`src/rtl/ofs_avmm_csr_pkg.sv`:
```
// Shared types and constants for the AVMM CSR responder.
// Build option: OFS_AVMM_CSR_WRRESP_EN enables writeresponsevalid.
package ofs_avmm_csr_pkg;

    typedef enum logic [1:0] {
        ST_IDLE,
        ST_WR_BURST,
        ST_RD_BURST
    } t_rsp_state;

    // Returned for any word index beyond the implemented register file.
    localparam logic [63:0] OOR_PATTERN = 64'hDEAD_BEEF_DEAD_BEEF;
    localparam logic [63:0] DEFAULT_ID  = 64'h0F50_A33A_0001_0000;

    // Byte address to word index: drop the byte-lane bits.
    function automatic logic [31:0] word_index(input logic [31:0] byte_addr,
                                               input int unsigned lsb);
        return byte_addr >> lsb;
    endfunction

endpackage

```
`src/rtl/ofs_avmm_csr_if.sv`:
```
// AVMM link between a source (master) and the CSR responder (slave).
// Build option: OFS_AVMM_CSR_WRRESP_EN enables writeresponsevalid.
interface ofs_avmm_csr_if #(
    parameter int DATA_W  = 64,
    parameter int ADDR_W  = 16,
    parameter int BURST_W = 4
);
    localparam int BE_W = DATA_W / 8;

    logic                write;
    logic                read;
    logic [ADDR_W-1:0]   address;
    logic [DATA_W-1:0]   writedata;
    logic [BURST_W-1:0]  burstcount;
    logic [BE_W-1:0]     byteenable;
    logic                waitrequest;
    logic                readdatavalid;
    logic [DATA_W-1:0]   readdata;
    logic                writeresponsevalid;

    modport master (
        output write, read, address, writedata, burstcount, byteenable,
        input  waitrequest, readdatavalid, readdata, writeresponsevalid
    );

    modport slave (
        input  write, read, address, writedata, burstcount, byteenable,
        output waitrequest, readdatavalid, readdata, writeresponsevalid
    );

endinterface

```
`src/rtl/ofs_avmm_csr_regfile.sv`:
```
// Byte-enabled register array: one write port, one combinational read port.
// Build option: OFS_AVMM_CSR_WRRESP_EN (not used in this file).
module ofs_avmm_csr_regfile #(
    parameter int DATA_W   = 64,
    parameter int NUM_REGS = 16,
    localparam int BE_W    = DATA_W / 8,
    localparam int RIDX_W  = $clog2(NUM_REGS)
) (
    input  logic              clk,
    input  logic              rst,
    input  logic              we,
    input  logic [RIDX_W-1:0] waddr,
    input  logic [DATA_W-1:0] wdata,
    input  logic [BE_W-1:0]   wbe,
    input  logic [RIDX_W-1:0] raddr,
    output logic [DATA_W-1:0] rdata
);

    logic [DATA_W-1:0] mem [NUM_REGS];

    // NOTE: the array is flops, not a RAM macro, so a whole-array synchronous clear is legal here.
    always_ff @(posedge clk) begin
        if (rst) begin
            for (int i = 0; i < NUM_REGS; i++) mem[i] <= '0;
        end else if (we) begin
            for (int b = 0; b < BE_W; b++) begin
                if (wbe[b]) mem[waddr][8*b +: 8] <= wdata[8*b +: 8];
            end
        end
    end

    assign rdata = mem[raddr];

endmodule

```
`src/rtl/ofs_avmm_csr_responder.sv`:
```
// AVMM sink serving single/burst reads and writes to a 64-bit CSR file.
// Build option: OFS_AVMM_CSR_WRRESP_EN enables writeresponsevalid pulses.
module ofs_avmm_csr_responder
    import ofs_avmm_csr_pkg::*;
#(
    parameter int          DATA_W   = 64,
    parameter int          ADDR_W   = 16,
    parameter int          BURST_W  = 4,
    parameter int          NUM_REGS = 16,
    parameter logic [63:0] ID_VALUE = DEFAULT_ID
) (
    input  logic               clk,
    input  logic               rst,
    ofs_avmm_csr_if.slave      avmm
);

    localparam int BE_W     = DATA_W / 8;
    localparam int ADDR_LSB = $clog2(BE_W);
    localparam int IDX_W    = ADDR_W - ADDR_LSB;
    localparam int RIDX_W   = $clog2(NUM_REGS);

    t_rsp_state         state;
    logic [IDX_W-1:0]   ptr;
    logic [BURST_W-1:0] beats_left;

    logic [IDX_W-1:0]   addr_idx;
    logic [IDX_W-1:0]   acc_idx;
    logic [BURST_W-1:0] eff_bc;
    logic               wr_accept;
    logic               rd_accept;
    logic               wr_fire;
    logic               reg_we;
    logic [DATA_W-1:0]  rf_rdata;
    logic [DATA_W-1:0]  rd_data;

    // NOTE: every always_comb output gets a default first so no path can infer a latch.
    always_comb begin
        addr_idx  = IDX_W'(word_index(32'(avmm.address), ADDR_LSB));
        eff_bc    = (avmm.burstcount == '0) ? BURST_W'(1) : avmm.burstcount;
        wr_accept = 1'b0;
        rd_accept = 1'b0;
        acc_idx   = ptr;
        if (state == ST_IDLE) begin
            acc_idx   = addr_idx;
            // Write wins when a misbehaving source raises both strobes.
            wr_accept = avmm.write && !avmm.waitrequest;
            rd_accept = avmm.read && !avmm.write && !avmm.waitrequest;
        end
        wr_fire = wr_accept || (state == ST_WR_BURST && avmm.write);
        reg_we  = wr_fire && (acc_idx != '0) && (acc_idx < IDX_W'(NUM_REGS));

        rd_data = rf_rdata;
        if (acc_idx == '0)
            rd_data = DATA_W'(ID_VALUE);
        else if (acc_idx >= IDX_W'(NUM_REGS))
            rd_data = DATA_W'(OOR_PATTERN);
    end

    ofs_avmm_csr_regfile #(
        .DATA_W   (DATA_W),
        .NUM_REGS (NUM_REGS)
    ) u_regfile (
        .clk   (clk),
        .rst   (rst),
        .we    (reg_we),
        .waddr (acc_idx[RIDX_W-1:0]),
        .wdata (avmm.writedata),
        .wbe   (avmm.byteenable),
        .raddr (acc_idx[RIDX_W-1:0]),
        .rdata (rf_rdata)
    );

    // NOTE: sequential state uses non-blocking assignments only, so every flop samples pre-edge values.
    always_ff @(posedge clk) begin
        if (rst) begin
            state              <= ST_IDLE;
            ptr                <= '0;
            beats_left         <= '0;
            avmm.waitrequest   <= 1'b1;
            avmm.readdatavalid <= 1'b0;
            avmm.readdata      <= '0;
        end else begin
            avmm.readdatavalid <= 1'b0;
            case (state)
                ST_IDLE: begin
                    avmm.waitrequest <= 1'b0;
                    if (wr_accept) begin
                        ptr        <= addr_idx + 1'b1;
                        beats_left <= eff_bc - 1'b1;
                        if (eff_bc != BURST_W'(1)) state <= ST_WR_BURST;
                    end else if (rd_accept) begin
                        state              <= ST_RD_BURST;
                        avmm.waitrequest   <= 1'b1;
                        avmm.readdatavalid <= 1'b1;
                        avmm.readdata      <= rd_data;
                        ptr                <= addr_idx + 1'b1;
                        beats_left         <= eff_bc - 1'b1;
                    end
                end
                ST_WR_BURST: begin
                    // A low write strobe is a bubble; the burst simply waits.
                    if (avmm.write) begin
                        ptr        <= ptr + 1'b1;
                        beats_left <= beats_left - 1'b1;
                        if (beats_left == BURST_W'(1)) state <= ST_IDLE;
                    end
                end
                ST_RD_BURST: begin
                    if (beats_left == '0) begin
                        state            <= ST_IDLE;
                        avmm.waitrequest <= 1'b0;
                    end else begin
                        avmm.readdatavalid <= 1'b1;
                        avmm.readdata      <= rd_data;
                        ptr                <= ptr + 1'b1;
                        beats_left         <= beats_left - 1'b1;
                    end
                end
                default: begin
                    state            <= ST_IDLE;
                    avmm.waitrequest <= 1'b0;
                end
            endcase
        end
    end

`ifdef OFS_AVMM_CSR_WRRESP_EN
    logic wr_last;

    always_comb begin
        wr_last = 1'b0;
        if (wr_accept)
            wr_last = (eff_bc == BURST_W'(1));
        else if (state == ST_WR_BURST && avmm.write)
            wr_last = (beats_left == BURST_W'(1));
    end

    always_ff @(posedge clk) begin
        if (rst) avmm.writeresponsevalid <= 1'b0;
        else     avmm.writeresponsevalid <= wr_last;
    end
`else
    assign avmm.writeresponsevalid = 1'b0;
`endif

endmodule

```
`src/flat_wrapper.sv`:
```
// flat-port wrapper written by rule: the top's interface ports become plain ports
module ofs_avmm_csr_responder_flat import ofs_avmm_csr_pkg::*;
#(
    parameter int          DATA_W   = 64,
    parameter int          ADDR_W   = 16,
    parameter int          BURST_W  = 4,
    parameter int          NUM_REGS = 16,
    parameter logic [63:0] ID_VALUE = DEFAULT_ID
)
  (clk, rst, avmm_write, avmm_read, avmm_address, avmm_writedata, avmm_burstcount, avmm_byteenable, avmm_waitrequest, avmm_readdatavalid, avmm_readdata, avmm_writeresponsevalid);
  ofs_avmm_csr_if #(.DATA_W(DATA_W), .ADDR_W(ADDR_W), .BURST_W(BURST_W)) avmm_i ();
  input  logic clk;
  input  logic rst;
  input wire logic [$bits(avmm_i.write)-1:0] avmm_write;
  input wire logic [$bits(avmm_i.read)-1:0] avmm_read;
  input wire logic [$bits(avmm_i.address)-1:0] avmm_address;
  input wire logic [$bits(avmm_i.writedata)-1:0] avmm_writedata;
  input wire logic [$bits(avmm_i.burstcount)-1:0] avmm_burstcount;
  input wire logic [$bits(avmm_i.byteenable)-1:0] avmm_byteenable;
  output wire logic [$bits(avmm_i.waitrequest)-1:0] avmm_waitrequest;
  output wire logic [$bits(avmm_i.readdatavalid)-1:0] avmm_readdatavalid;
  output wire logic [$bits(avmm_i.readdata)-1:0] avmm_readdata;
  output wire logic [$bits(avmm_i.writeresponsevalid)-1:0] avmm_writeresponsevalid;
  assign avmm_i.write = avmm_write;
  assign avmm_i.read = avmm_read;
  assign avmm_i.address = avmm_address;
  assign avmm_i.writedata = avmm_writedata;
  assign avmm_i.burstcount = avmm_burstcount;
  assign avmm_i.byteenable = avmm_byteenable;
  assign avmm_waitrequest = avmm_i.waitrequest;
  assign avmm_readdatavalid = avmm_i.readdatavalid;
  assign avmm_readdata = avmm_i.readdata;
  assign avmm_writeresponsevalid = avmm_i.writeresponsevalid;
  ofs_avmm_csr_responder #(.DATA_W(DATA_W), .ADDR_W(ADDR_W), .BURST_W(BURST_W), .NUM_REGS(NUM_REGS), .ID_VALUE(ID_VALUE)) u_core (.clk(clk), .rst(rst), .avmm(avmm_i));
endmodule
```
`config.mk`:
```
export PLATFORM = sky130hd
export DESIGN_NAME = ofs_avmm_csr_responder_flat
export DESIGN_NICKNAME = d
export VERILOG_FILES = /design/src/rtl/ofs_avmm_csr_pkg.sv /design/src/rtl/ofs_avmm_csr_if.sv /design/src/rtl/ofs_avmm_csr_regfile.sv /design/src/rtl/ofs_avmm_csr_responder.sv /design/src/flat_wrapper.sv
export SDC_FILE = /design/constraint.sdc
export NUM_CORES = 2
export LEC_CHECK = 0
export ABC_AREA = 1
export BUFFER_PORTS_ARGS = -buffer_cell sky130_fd_sc_hd__clkbuf_2
export CAP_MARGIN = 15
export CORE_MARGIN = 1.5
export CORE_UTILIZATION = 45
export DETAILED_ROUTE_END_ITERATION = 8
export GPL_TIMING_DRIVEN = 1
export PLACE_DENSITY = 0.7
export SYNTH_ARGS = -nofsm -noshare
export SYNTH_HDL_FRONTEND = slang
export SYNTH_SLANG_ARGS = --single-unit
```
`constraint.sdc`:
```
create_clock -name clk -period 6 [get_ports clk]
set_clock_uncertainty 0.1 [all_clocks]
set_input_delay 1.5 -clock clk [delete_from_list [all_inputs] [get_ports clk]]
set_output_delay 1.5 -clock clk [all_outputs]
set_load 0.02 [all_outputs]
```
* After elaboration in Yosys (flattened, before gate mapping) *
Memories as Yosys holds them, arrays and structs flattened.
Cells that the tools add are included.

operators by class
  bitwise gates (word level) = 1
  multipliers = 0
  multiplexer cells = 70
  reduce and logical (&&, ||, !) cells = 21
  equality and inequality tests = 12
  div/mod/pow operators = 0
  $lt $le $gt $ge = 2
  add/sub/neg operators = 4
  shift-type cells = 0

operator list
  kind                                                                                   number
  64-bit two-way mux                                                                     6
  64-bit one-hot mux with 2 select lines                                                 1
  13-bit two-way mux                                                                     5
  64-bit OR reduction                                                                    1
  1-bit two-way mux                                                                      40
  13-bit one-hot mux with 3 select lines                                                 1
  13-bit by 1-bit adder with 13-bit output (second input constant)                       2
  4-bit two-way mux                                                                      6
  13-bit by 5-bit greater-or-equal comparator with 1-bit output (second input constant)  1
  13-bit logical NOT                                                                     1
  13-bit by 5-bit < comparator with 1-bit output (second input constant)                 1
  13-bit nonzero test                                                                    1
  2-bit two-way mux                                                                      6
  4-bit one-hot mux with 3 select lines                                                  1
  4-bit logical NOT                                                                      2
  8-bit two-way mux                                                                      1
  2-bit inequality test (second input constant)                                          4
  4-bit AND reduction                                                                    2
  4-bit by 1-bit subtractor with 4-bit output (second input constant)                    2
  1-bit logical AND                                                                      6
  2-bit one-hot mux with 3 select lines                                                  1
  5-bit AND reduction                                                                    1
  4-bit by 1-bit equality test with 1-bit output (second input constant)                 1
  2-bit by 1-bit inequality test with 1-bit output (second input constant)               2
  14 further kinds                                                                       15

word-level totals
  output and inout bits = 67
  word-level logic and storage cells = 117
  flip-flop bits (word level) = 85
  memories = 1
  latch bits = 0
  memory bits (read-only) = 0
  RAM bits = 1024
  input bits = 96

memory list
  name                  words  width  rd ports  clocked after memory_dff  wr ports  RTL line                    RTL
  u_core.u_regfile.mem  16     64     1         0                         16        ofs_avmm_csr_regfile.sv:19  logic [DATA_W-1:0] mem [NUM_REGS];

* Logic depth before layout (Yosys ltp) *
  depth in word-level cells = 11
  mapped depth = 18
  depth with buffers taken out = 14

* Modules after synthesis *
From an unflattened synthesis, not the netlist that was laid out.

second synthesis, totals
  cell total of the unflattened synthesis = 6260
  area total of the unflattened synthesis = 53422.5 um^2

by module, submodules not included
  module                  area each (um^2)  instances  sequential area each (um^2)  cells each
  ofs_avmm_csr_regfile    49017.0           1          30749.5                      5596
  ofs_avmm_csr_responder  4405.5            1          1701.6                       664

* Worst setup path after synthesis *
OpenSTA, ideal clock, no wires.

  path kind = input to register
  from = input avmm_address[15]
  to = memory u_core.u_regfile.mem[10][40], enable pin
  required time = 5.516 ns
  arrival = 3.309 ns
  path buffers = 1
  stages = 10
  library setup time = 0.384 ns
  path slack = 2.207 ns
  cell sequence = inv_1 nand2_1 nor3_1 nand3_1 nand2_2 nand2_1 nor2_8 nand2_2 buf_4 o21ai_0

RTL lines
  item                RTL line                    RTL
  start: declaration  flat_wrapper.sv:16          input wire logic [$bits(avmm_i.address)-1:0] avmm_address;
  end: declaration    ofs_avmm_csr_regfile.sv:19

==> results.md <==
* # nets final at 5840
* Floorplan row count at 126
* CP Launch Point: u_core.state[0]
* Vias at 41453
* Synthesis-to-layout area growth at 11.61%
* Inserted Clock Buffers at 114
* Slew Limit Fails at 0
* Core area at 118200 um^2
* Post-synth top cells: nand2_1 (1997), edfxtp_1 (1024), nor3_1 (757)
* Synth area leaders: edfxtp_1 (57%), nand2_1 (14%), nor3_1 (7.1%), nor3_2 (3.9%), dfxtp_1 (3.2%)
* Drt total wl at 153900 um
* GPL Wtd Cong at 0.8454
* Top FF cell, synth: edfxtp_1
* Period utilization at 0.8112
* Wire per inst at 20.89 um
* Setup crit end kind: flop
* CTS H-tree depth at 3
* Final ANT Viol Nets at 0
* Seq/Total Area, Yosys at 0.6044
* GRT Overall Usage at 0.2498
* Die ar. at 121400 um^2
* CTS tree: built
* Gate Count Post-Synth at 5718
* Total Power at 26.65 mW
* Largest net degree at the start of global routing at 190
* Hold Crit Class: flop to flop
* Critical path peak fanout at 51
* Initial DRC count at 5257
* CTS max path bufs at 3
* Final setup TNS at 0 ns
* Post-CTS Setup Bufs at 0
* Initial Util at 0.4541
* PD cells at 444.7 nW/um^2
* CTS Hold Bufs at 0
* Vias per inst at 5.625
* Initial antenna violation count at 3
* PortBufs at 158
* Vias in the first global route at 39737
* Crit path launch type: flop
* Post-synthesis register bit count at 1109
* CTS sink count at 1109
* RR Startpoint: u_core.state[0]
* Post-DP HPWL at 90180 um
* Area of the multi-input gates at 18640 um^2
* Slew @ Worst Pin at 1.176 ns
* Max Cap Viol at 0
* Layout cells sized above 1 at 0.1436
* Die H at 348.4 um
* Post-CTS sizing at 0
* Residual DRC at 0
* Syn. warnings at 0
* Mapped cell area at 53700 um^2
* Worst-skew pair later-pin latency at 0.72 ns
* Mapped Avg Cell Area at 9.391 um^2
* Clock slew at reported path FFs at 0.06 ns
* Peak supply drop at 0.0007947 V
* Status: complete, no violations
* Final std cells w/o fill at 7370
* Arrival time worst endpoint at 5.18 ns
* Yosys top cell area share at 0.5727
* Antenna diodes at 0
* RSZ-0062 raised after global routing: false
* Global-route wire length before repair at 233300 um
* Iteration count of the initial detailed-routing pass at 6
* Post-synth EDFFs at 1024
* Worst Hold Launch: u_core.avmm.readdata[42]
* Placed cell count at 7145
* Synth area leader: edfxtp_1
* Post-layout minimum cycle time at 4.867 ns
* Fillers at 10689
* Peak Freq at 0.2055 GHz
* I/O pin cnt at 163
* Top-count cell post-synth: nand2_1
* Required time worst endpoint at 6.31 ns
* Slew headroom at 0.2080
* FFs w/ async S/R, synth at 0
* Hold Vio Cnt, Final at 0
* Grt ovf at 0
* FF+latch area at 32450 um^2
* Leakage at 22.90 nW
* Setup violators final at 0
* Kind of critical path: flop to flop
* Die W at 348.4 um
* Root Buffer: clkbuf_16
* Cell variety after synth at 34
## cell usage in the layout, fill, tap and decap left out, types with 6 or more instances in the layout
| cell | netlist | final |
|---|---|---|
| nand2_1 | 1997 | 1975 |
| edfxtp_1 | 1024 | 1024 |
| nor3_1 | 757 | 757 |
| o21ai_0 | 276 | 274 |
| nand3_1 | 246 | 246 |
| nor3_2 | 210 | 210 |
| buf_4 | 18 | 194 |
| inv_1 | 182 | 180 |
| nor2_1 | 177 | 171 |
| clkbuf_2 | 0 | 158 |
| clkbuf_16 | 0 | 117 |
| dfxtp_1 | 85 | 85 |
| conb_1 | 1 | 65 |
| a21oi_1 | 61 | 61 |
| nand4_1 | 43 | 43 |
| or2_2 | 42 | 42 |
| o21bai_1 | 39 | 39 |
| clkbuf_1 | 416 | 28 |
| nand2_4 | 7 | 27 |
| clkinv_1 | 2 | 22 |
| clkinv_2 | 0 | 19 |
| buf_12 | 0 | 10 |
| ha_1 | 9 | 9 |
| bufinv_16 | 0 | 9 |
| nor2_4 | 0 | 7 |
| xor2_1 | 7 | 7 |
| buf_2 | 38 | 7 |
| clkinvlp_4 | 0 | 6 |
## cell families (layout without fill, tap and decap cells)
kind of cell | count (synthesis) | count (layout) | synth area share
simple gates | 3484 | 3484 | 0.2968
flops | 1109 | 1109 | 0.6044
buf+inv | 722 | 774 | 0.05723
compound gates | 382 | 382 | 0.03763
xor+xnor | 11 | 11 | 0.001794
fa+ha+maj | 9 | 9 | 0.002097
other cells | 1 | 65 | 0.00006984
## flip-flops by register name, indices dropped and copies added (netlist names)
signal / cells
u_core.u_regfile.mem: 1024
u_core.avmm.readdata: 64
u_core.ptr: 13
u_core.beats_left: 4
u_core.state: 2
u_core.avmm.readdatavalid: 1
u_core.avmm.waitrequest: 1
## through the flow
step	cell area, um^2	worst slack [ns]	hold slack, ns	utilization
after floorplan	53940	2.207	0.3555	-
after global placement	56170	0.9520	0.3531	0.4751
after detailed placement	56170	0.8125	0.3562	0.4751
after CTS	59880	1.061	0.3656	0.5064
after global routing	59930	0.9066	0.3763	0.5069
final	59930	1.133	0.3635	0.5069
## critical path, stage by stage, from the launching register on
cell and delay (ns):
dfxtp_1 0.34, inv_1 0.09, ha_1 0.79, nand2_1 0.21, o21ai_4 0.27, buf_4 0.65, nand2_1 0.17, inv_2 0.38
nand2_4 0.41, buf_4 0.43, o21ai_0 0.42, buf_4 0.28
## power breakdown
group	switching, mW	total, mW	internal, mW
Clock	3.05	7.08	4.03
Sequential	0.208	9.11	8.90
Combinational	8.04	10.5	2.43
## metal layers
| layer | track usage | share of wire | routed length (um) | vias to the layer above |
|---|---|---|---|---|
| met5 | 0 | 0 | 0 | - |
| met1 | 0.3404 | 0.40 | 61900 | 19706 |
| li1 | - | - | - | 19359 |
| met3 | 0.04050 | 0.10 | 15700 | 308 |
| met2 | 0.4067 | 0.47 | 71630 | 2080 |
| met4 | 0.08385 | 0.031 | 4714 | 0 |
## cell type report
| cell class | count | share of cell area |
|---|---|---|
| clock buffers | 150 | 0.05175 |
| clock inverters | 65 | 0.01002 |
| inverters | 187 | 0.01175 |
| multi-input cells | 3951 | 0.3111 |
| flip-flops and latches | 1109 | 0.5415 |
| well taps | 1536 | 0.03207 |
| repair buffers | 372 | 0.04186 |
## path summary, 6_finish.rpt
kind,depth (start not counted),end,slack (ns)
hold reg to reg,2,u_core.avmm.readdata[42],0.36
setup reg to reg,11,u_core.u_regfile.mem[15][56],1.13
hold / removal,2,u_core.avmm.readdata[42],0.36
setup / recovery,11,u_core.u_regfile.mem[15][56],1.13
Power figures use the tool's default switching activity.
